<file path="src/rtl/quo_bcd_conv_if.sv">
// Start/ready/done_tick handshake and result bus of the binary-to-BCD converter.
// The master issues conversions; the converter is the slave.
interface quo_bcd_conv_if #(
  parameter int W = 32,
  parameter int D = 10
);
  logic           start;
  logic [W-1:0]   bin;
  logic           ready;
  logic           done_tick;
  logic [4*D-1:0] bcd;
  logic           ovf;

  modport master (
    output start, bin,
    input  ready, done_tick, bcd, ovf
  );

  modport slave (
    input  start, bin,
    output ready, done_tick, bcd, ovf
  );
endinterface

</file>
<file path="src/rtl/quo_bcd_conv.sv">
// Sequential binary-to-BCD converter (shift-and-add-3), one input bit per cycle.
// Handshake matches the div unit so its done_tick can drive start directly.
module quo_bcd_conv #(
  parameter int W    = 32,
  parameter int D    = 10,
  parameter int CBIT = 6
) (
  input logic           clk,
  input logic           reset,
  quo_bcd_conv_if.slave bus
);
  // state | meaning
  // IDLE  | ready=1; bcd/ovf hold the last result
  // OP    | one adjust-and-shift iteration per cycle, W cycles
  // DONE  | done_tick=1 for one cycle; bcd/ovf final
  typedef enum logic [1:0] {IDLE, OP, DONE} state_t;

  state_t            state_q, state_d;
  logic [W-1:0]      sreg_q, sreg_d;
  logic [D-1:0][3:0] dig_q, dig_d, adj;
  logic              ovf_q, ovf_d;
  logic [CBIT-1:0]   cnt_q, cnt_d;

  always_ff @(posedge clk) begin
    if (reset) begin
      state_q <= IDLE;
      sreg_q  <= '0;
      dig_q   <= '0;
      ovf_q   <= 1'b0;
      cnt_q   <= '0;
    end else begin
      state_q <= state_d;
      sreg_q  <= sreg_d;
      dig_q   <= dig_d;
      ovf_q   <= ovf_d;
      cnt_q   <= cnt_d;
    end
  end

  // Digits >= 5 are pre-corrected so the following doubling carries in decimal.
  always_comb begin
    for (int i = 0; i < D; i++) begin
      adj[i] = (dig_q[i] >= 4'd5) ? (dig_q[i] + 4'd3) : dig_q[i];
    end
  end

  always_comb begin
    state_d       = state_q;
    sreg_d        = sreg_q;
    dig_d         = dig_q;
    ovf_d         = ovf_q;
    cnt_d         = cnt_q;
    bus.ready     = 1'b0;
    bus.done_tick = 1'b0;

    unique case (state_q)
      IDLE: begin
        bus.ready = 1'b1;
        if (bus.start) begin
          sreg_d  = bus.bin;
          dig_d   = '0;
          ovf_d   = 1'b0;
          cnt_d   = CBIT'(W);
          state_d = OP;
        end
      end
      OP: begin
        dig_d[0] = {adj[0][2:0], sreg_q[W-1]};
        for (int i = 1; i < D; i++) begin
          dig_d[i] = {adj[i][2:0], adj[i-1][3]};
        end
        sreg_d = {sreg_q[W-2:0], 1'b0};
        // Anything carried out of the top digit means the value needs more than D digits.
        ovf_d  = ovf_q | adj[D-1][3];
        if (cnt_q != '0) begin
          cnt_d = cnt_q - 1'b1;
        end
        if (cnt_q <= CBIT'(1)) begin
          state_d = DONE;
        end
      end
      DONE: begin
        bus.done_tick = 1'b1;
        state_d       = IDLE;
      end
      default: state_d = IDLE;
    endcase
  end

  assign bus.bcd = dig_q;
  assign bus.ovf = ovf_q;

endmodule

</file>
<file path="src/flat_wrapper.sv">
// flat-port wrapper written by rule: the top's interface ports become plain ports
module quo_bcd_conv_flat 
#(
  parameter int W    = 32,
  parameter int D    = 10,
  parameter int CBIT = 6
)
  (clk, reset, bus_start, bus_bin, bus_ready, bus_done_tick, bus_bcd, bus_ovf);
  quo_bcd_conv_if #(.W(W), .D(D)) bus_i ();
  input logic clk;
  input logic reset;
  input wire logic [$bits(bus_i.start)-1:0] bus_start;
  input wire logic [$bits(bus_i.bin)-1:0] bus_bin;
  output wire logic [$bits(bus_i.ready)-1:0] bus_ready;
  output wire logic [$bits(bus_i.done_tick)-1:0] bus_done_tick;
  output wire logic [$bits(bus_i.bcd)-1:0] bus_bcd;
  output wire logic [$bits(bus_i.ovf)-1:0] bus_ovf;
  assign bus_i.start = bus_start;
  assign bus_i.bin = bus_bin;
  assign bus_ready = bus_i.ready;
  assign bus_done_tick = bus_i.done_tick;
  assign bus_bcd = bus_i.bcd;
  assign bus_ovf = bus_i.ovf;
  quo_bcd_conv #(.W(W), .D(D), .CBIT(CBIT)) u_core (.clk(clk), .reset(reset), .bus(bus_i));
endmodule
</file>
<file path="config.mk">
export PLATFORM = sky130hd
export DESIGN_NAME = quo_bcd_conv_flat
export DESIGN_NICKNAME = d
export VERILOG_FILES = /design/src/rtl/quo_bcd_conv_if.sv /design/src/rtl/quo_bcd_conv.sv /design/src/flat_wrapper.sv
export SDC_FILE = /design/constraint.sdc
export NUM_CORES = 1
export LEC_CHECK = 0
export ABC_AREA = 1
export CORE_ASPECT_RATIO = 0.8
export CORE_MARGIN = 2
export CORE_UTILIZATION = 40
export CTS_CLUSTER_SIZE = 30
export DETAILED_ROUTE_END_ITERATION = 6
export GPL_TIMING_DRIVEN = 0
export HOLD_SLACK_MARGIN = 0.05
export PLACE_DENSITY = 0.68
export SYNTH_ARGS = -nofsm -noshare
export SYNTH_HDL_FRONTEND = slang
export SYNTH_SLANG_ARGS = --single-unit
</file>
<file path="constraint.sdc">
create_clock -name clk -period 2.95 [get_ports clk]
set_clock_uncertainty 0.2 [all_clocks]
set_input_delay 0.4425 -clock clk [delete_from_list [all_inputs] [get_ports clk]]
set_output_delay 0.4425 -clock clk [all_outputs]
set_load 0.05 [all_outputs]
</file>
==> results.md <==
* Critical path depth at 2
* Slew HR at 53.5%
* CTS root buf: clkbuf_16
* DRC at 0
* Post-synth ARST share at 0%
* N_diodes at 0
* Register Area at 1620 sq um
* Top FF cell, synth: dfxtp_1
* Critical path endpoint: bus_done_tick
* First-pass GRT wire length at 18700 um
* Via count at 4250
* Area delta synth->final at 30.4%
* Number of synthesized register bits at 81
* IO Port Bufs at 77
* Run status: completed
* Critical path class: flop to output pin
* Avg Vias per Cell at 5.15
* Logic gate share of total power at 20.8%
* RSZ-0062 raised after global routing: false
* Hold buffer count at CTS at 0
* R2r setup slk at 1140 ps
* Die height at 95.7 um
* Crit-path cells: nor2_1, clkdlybuf4s50_1
* Area of the multi-input gates at 2200 sq um
* Site Rows at 33
* Post-synth top area cell: dfxtp_1
* Clock power share at 39.4%
* Clk buf depth at 2
* CP Launch Type: flop
* Ratio of cells with drive above 1 in the final layout at 5.84%
* Top cell type's share of synthesized area at 38.6%
* Worst-Skew Late Latency at 340 ps
* Synthesis Warnings at 0
* Grt ovf at 0
* Fill cells at 1028
* Die area at 11400 sq um
* DRT Pass-1 Iters at 5
* Crit-path leading delay family: buffers and inverters
* Hold Crit Class: flop to flop
* Register-to-Register Path Depth at 7
* Fin crit share at 78.6%
* GPL Wtd Cong at 0.925
* Final Non-Filler Cells at 825
* Placed Cells at 809
* Initial drt markers at 357
* CTS sink cnt at 81
* CP Buf/Inv Count at 1
* Total GRT Usage at 20.4%
* Sw Share at 29.6%
* Post-placement cell area at 5150 sq um
* Static Leakage at 2.09 nW
* Number of synthesized flops with an enable pin at 0
* Post-CTS Setup Bufs at 0
* Worst Tran Pin Value at 697 ps
* Critical path's slowest cell: clkdlybuf4s50_1
* Total wire length at 11200 um
* CTS tree: yes
* P_int at 2.21 mW
* Worst VDD drop at 0.252 mV
* DP HPWL at 7800 um
* Synth Net Count at 649
* Vias in the first global route at 4005
* Final setup fails at 0
* Design Area, Final at 5480 sq um
* Fin. max-slew vios at 0
* Min Tclk post-route at 2320 ps
* Max Freq at 431 MHz
* Setup TNS Final at 0 ps
* Htree depth at 3
* Critical path capture point type: output pin
* Crit path DAT at 1680 ps
* Largest net degree at the start of global routing at 14
* Fin nets at 737
* Post-Synthesis Cells at 592
* Synthesized area at 4200 sq um
* R2r startpoint: u_core.cnt_q[0]
* Max FO, Critical Path at 6
* Starting Density at 41.1%
* Worst path max stage delay at 820 ps
* WL per Instance at 13.6 um
* Final-report hold violation count at 0
* PostCTS Resize Cnt at 0
* Critical R2R Capture: u_core.cnt_q[4]
* Psw at 930 uW
* Layout Utilization at 53.5%
* Initial antenna violation count at 0
* Core ar. at 10200 sq um
* Die W at 119 um
* Register area share after synthesis at 38.6%
* # IOs at 78
* Max cap viols at 0
* Largest cells by area after synthesis: dfxtp_1, nand2_1, ha_1
* Sequential power share at 39.8%
* Critical path required time at 2310 ps
* Routed Antenna Nets at 0
* CTS clock-pin slew for the worst setup and hold paths at 60 ps
* Number of buffers created by CTS at 9
* Number of distinct library cells after synthesis at 25
* Syn avg cell area at 7.10 sq um
* Pwr per Cell Area at 573 nW/um^2
* CP Launch Point: u_core.state_q[0]
* Most frequent cell after synthesis: nand2_1
* Top cells by count, synth: nand2_1, dfxtp_1, nor2_1
[kinds of logic after synthesis]
kind of cell	after synthesis	share of synthesized area [%]
simple gates	264	25.5
flops	81	38.6
compound gates	133	18.2
fa+ha+maj	22	6.55
xor+xnor	10	2.08
buf+inv	82	9.11
[registers in the layout, summed over array words and instances, names as in the netlist]
signal          cells
u_core.bus.bcd     40
u_core.sreg_q      32
u_core.state_q      2
u_core.bus.ovf      1
u_core.cnt_q        6
[per-stage QoR]
stage	power, mW	setup WS (ps)	hold slack, ps
floorplan	1.70	1130	240
detailed placement	1.92	513	264
global placement	1.90	520	259
global route	3.28	564	293
CTS	3.16	621	272
finish	3.14	632	268
[metal layers]
layer / global-route usage, % / vias up / share of wire [%]
met2: 34.7 / 122 / 46
met4: 7.14 / 0 / 1.8
met3: 3.50 / 20 / 4.7
li1: - / 2152 / -
met1: 26.4 / 1956 / 47
met5: 0 / - / 0
[final cells by class]
class | instances | area share [%]
clock inverters | 5 | 1.42
plain buffers | 30 | 3.42
multi-input cells | 429 | 40.1
flip-flops and latches | 81 | 29.6
well taps | 140 | 3.20
inverters | 52 | 3.56
repair buffers | 77 | 14.1
clock buffers | 11 | 4.61
[worst register-to-register path: cells and delay by family, from the launching register on]
family / cells / cell delay, ps
DFF: 1 / 340
and+or+nand+nor: 5 / 740
adders and majority gates: 1 / 280
buffers and inverters: 1 / 120
[worst min path at each step]
stage                     cells after the start              start                end  slack [ps]
after global placement                        2   u_core.sreg_q[0]   u_core.sreg_q[0]         260
after global routing                          1  u_core.sreg_q[31]  u_core.bus.bcd[0]         290
after floorplan                               1  u_core.sreg_q[31]  u_core.bus.bcd[0]         240
after detailed placement                      2   u_core.sreg_q[0]   u_core.sreg_q[0]         260
after CTS                                     2   u_core.sreg_q[0]   u_core.sreg_q[0]         270
final                                         2   u_core.sreg_q[0]   u_core.sreg_q[0]         270
[power by group through the flow]
stage | clock network, mW | logic, mW | registers [mW]
global route | 1.30 | 0.721 | 1.26
finish | 1.24 | 0.652 | 1.25
detailed placement | 0 | 0.645 | 1.27
CTS | 1.26 | 0.649 | 1.25
global placement | 0 | 0.631 | 1.27
floorplan | 0 | 0.443 | 1.26
[cells in the final DEF, fill, tap and decap left out, types with 13 or more instances in the layout]
| cell type | n |
|---|---|
| nand2_1 | 157 |
| a31oi_1 | 33 |
| nand4_1 | 13 |
| a21oi_1 | 36 |
| nand3_1 | 26 |
| dfxtp_1 | 81 |
| clkdlybuf4s50_1 | 77 |
| nor2_1 | 63 |
| ha_1 | 22 |
| inv_1 | 50 |
| o21ai_0 | 32 |
| o211ai_1 | 20 |
(Power assumes the default switching activity.)
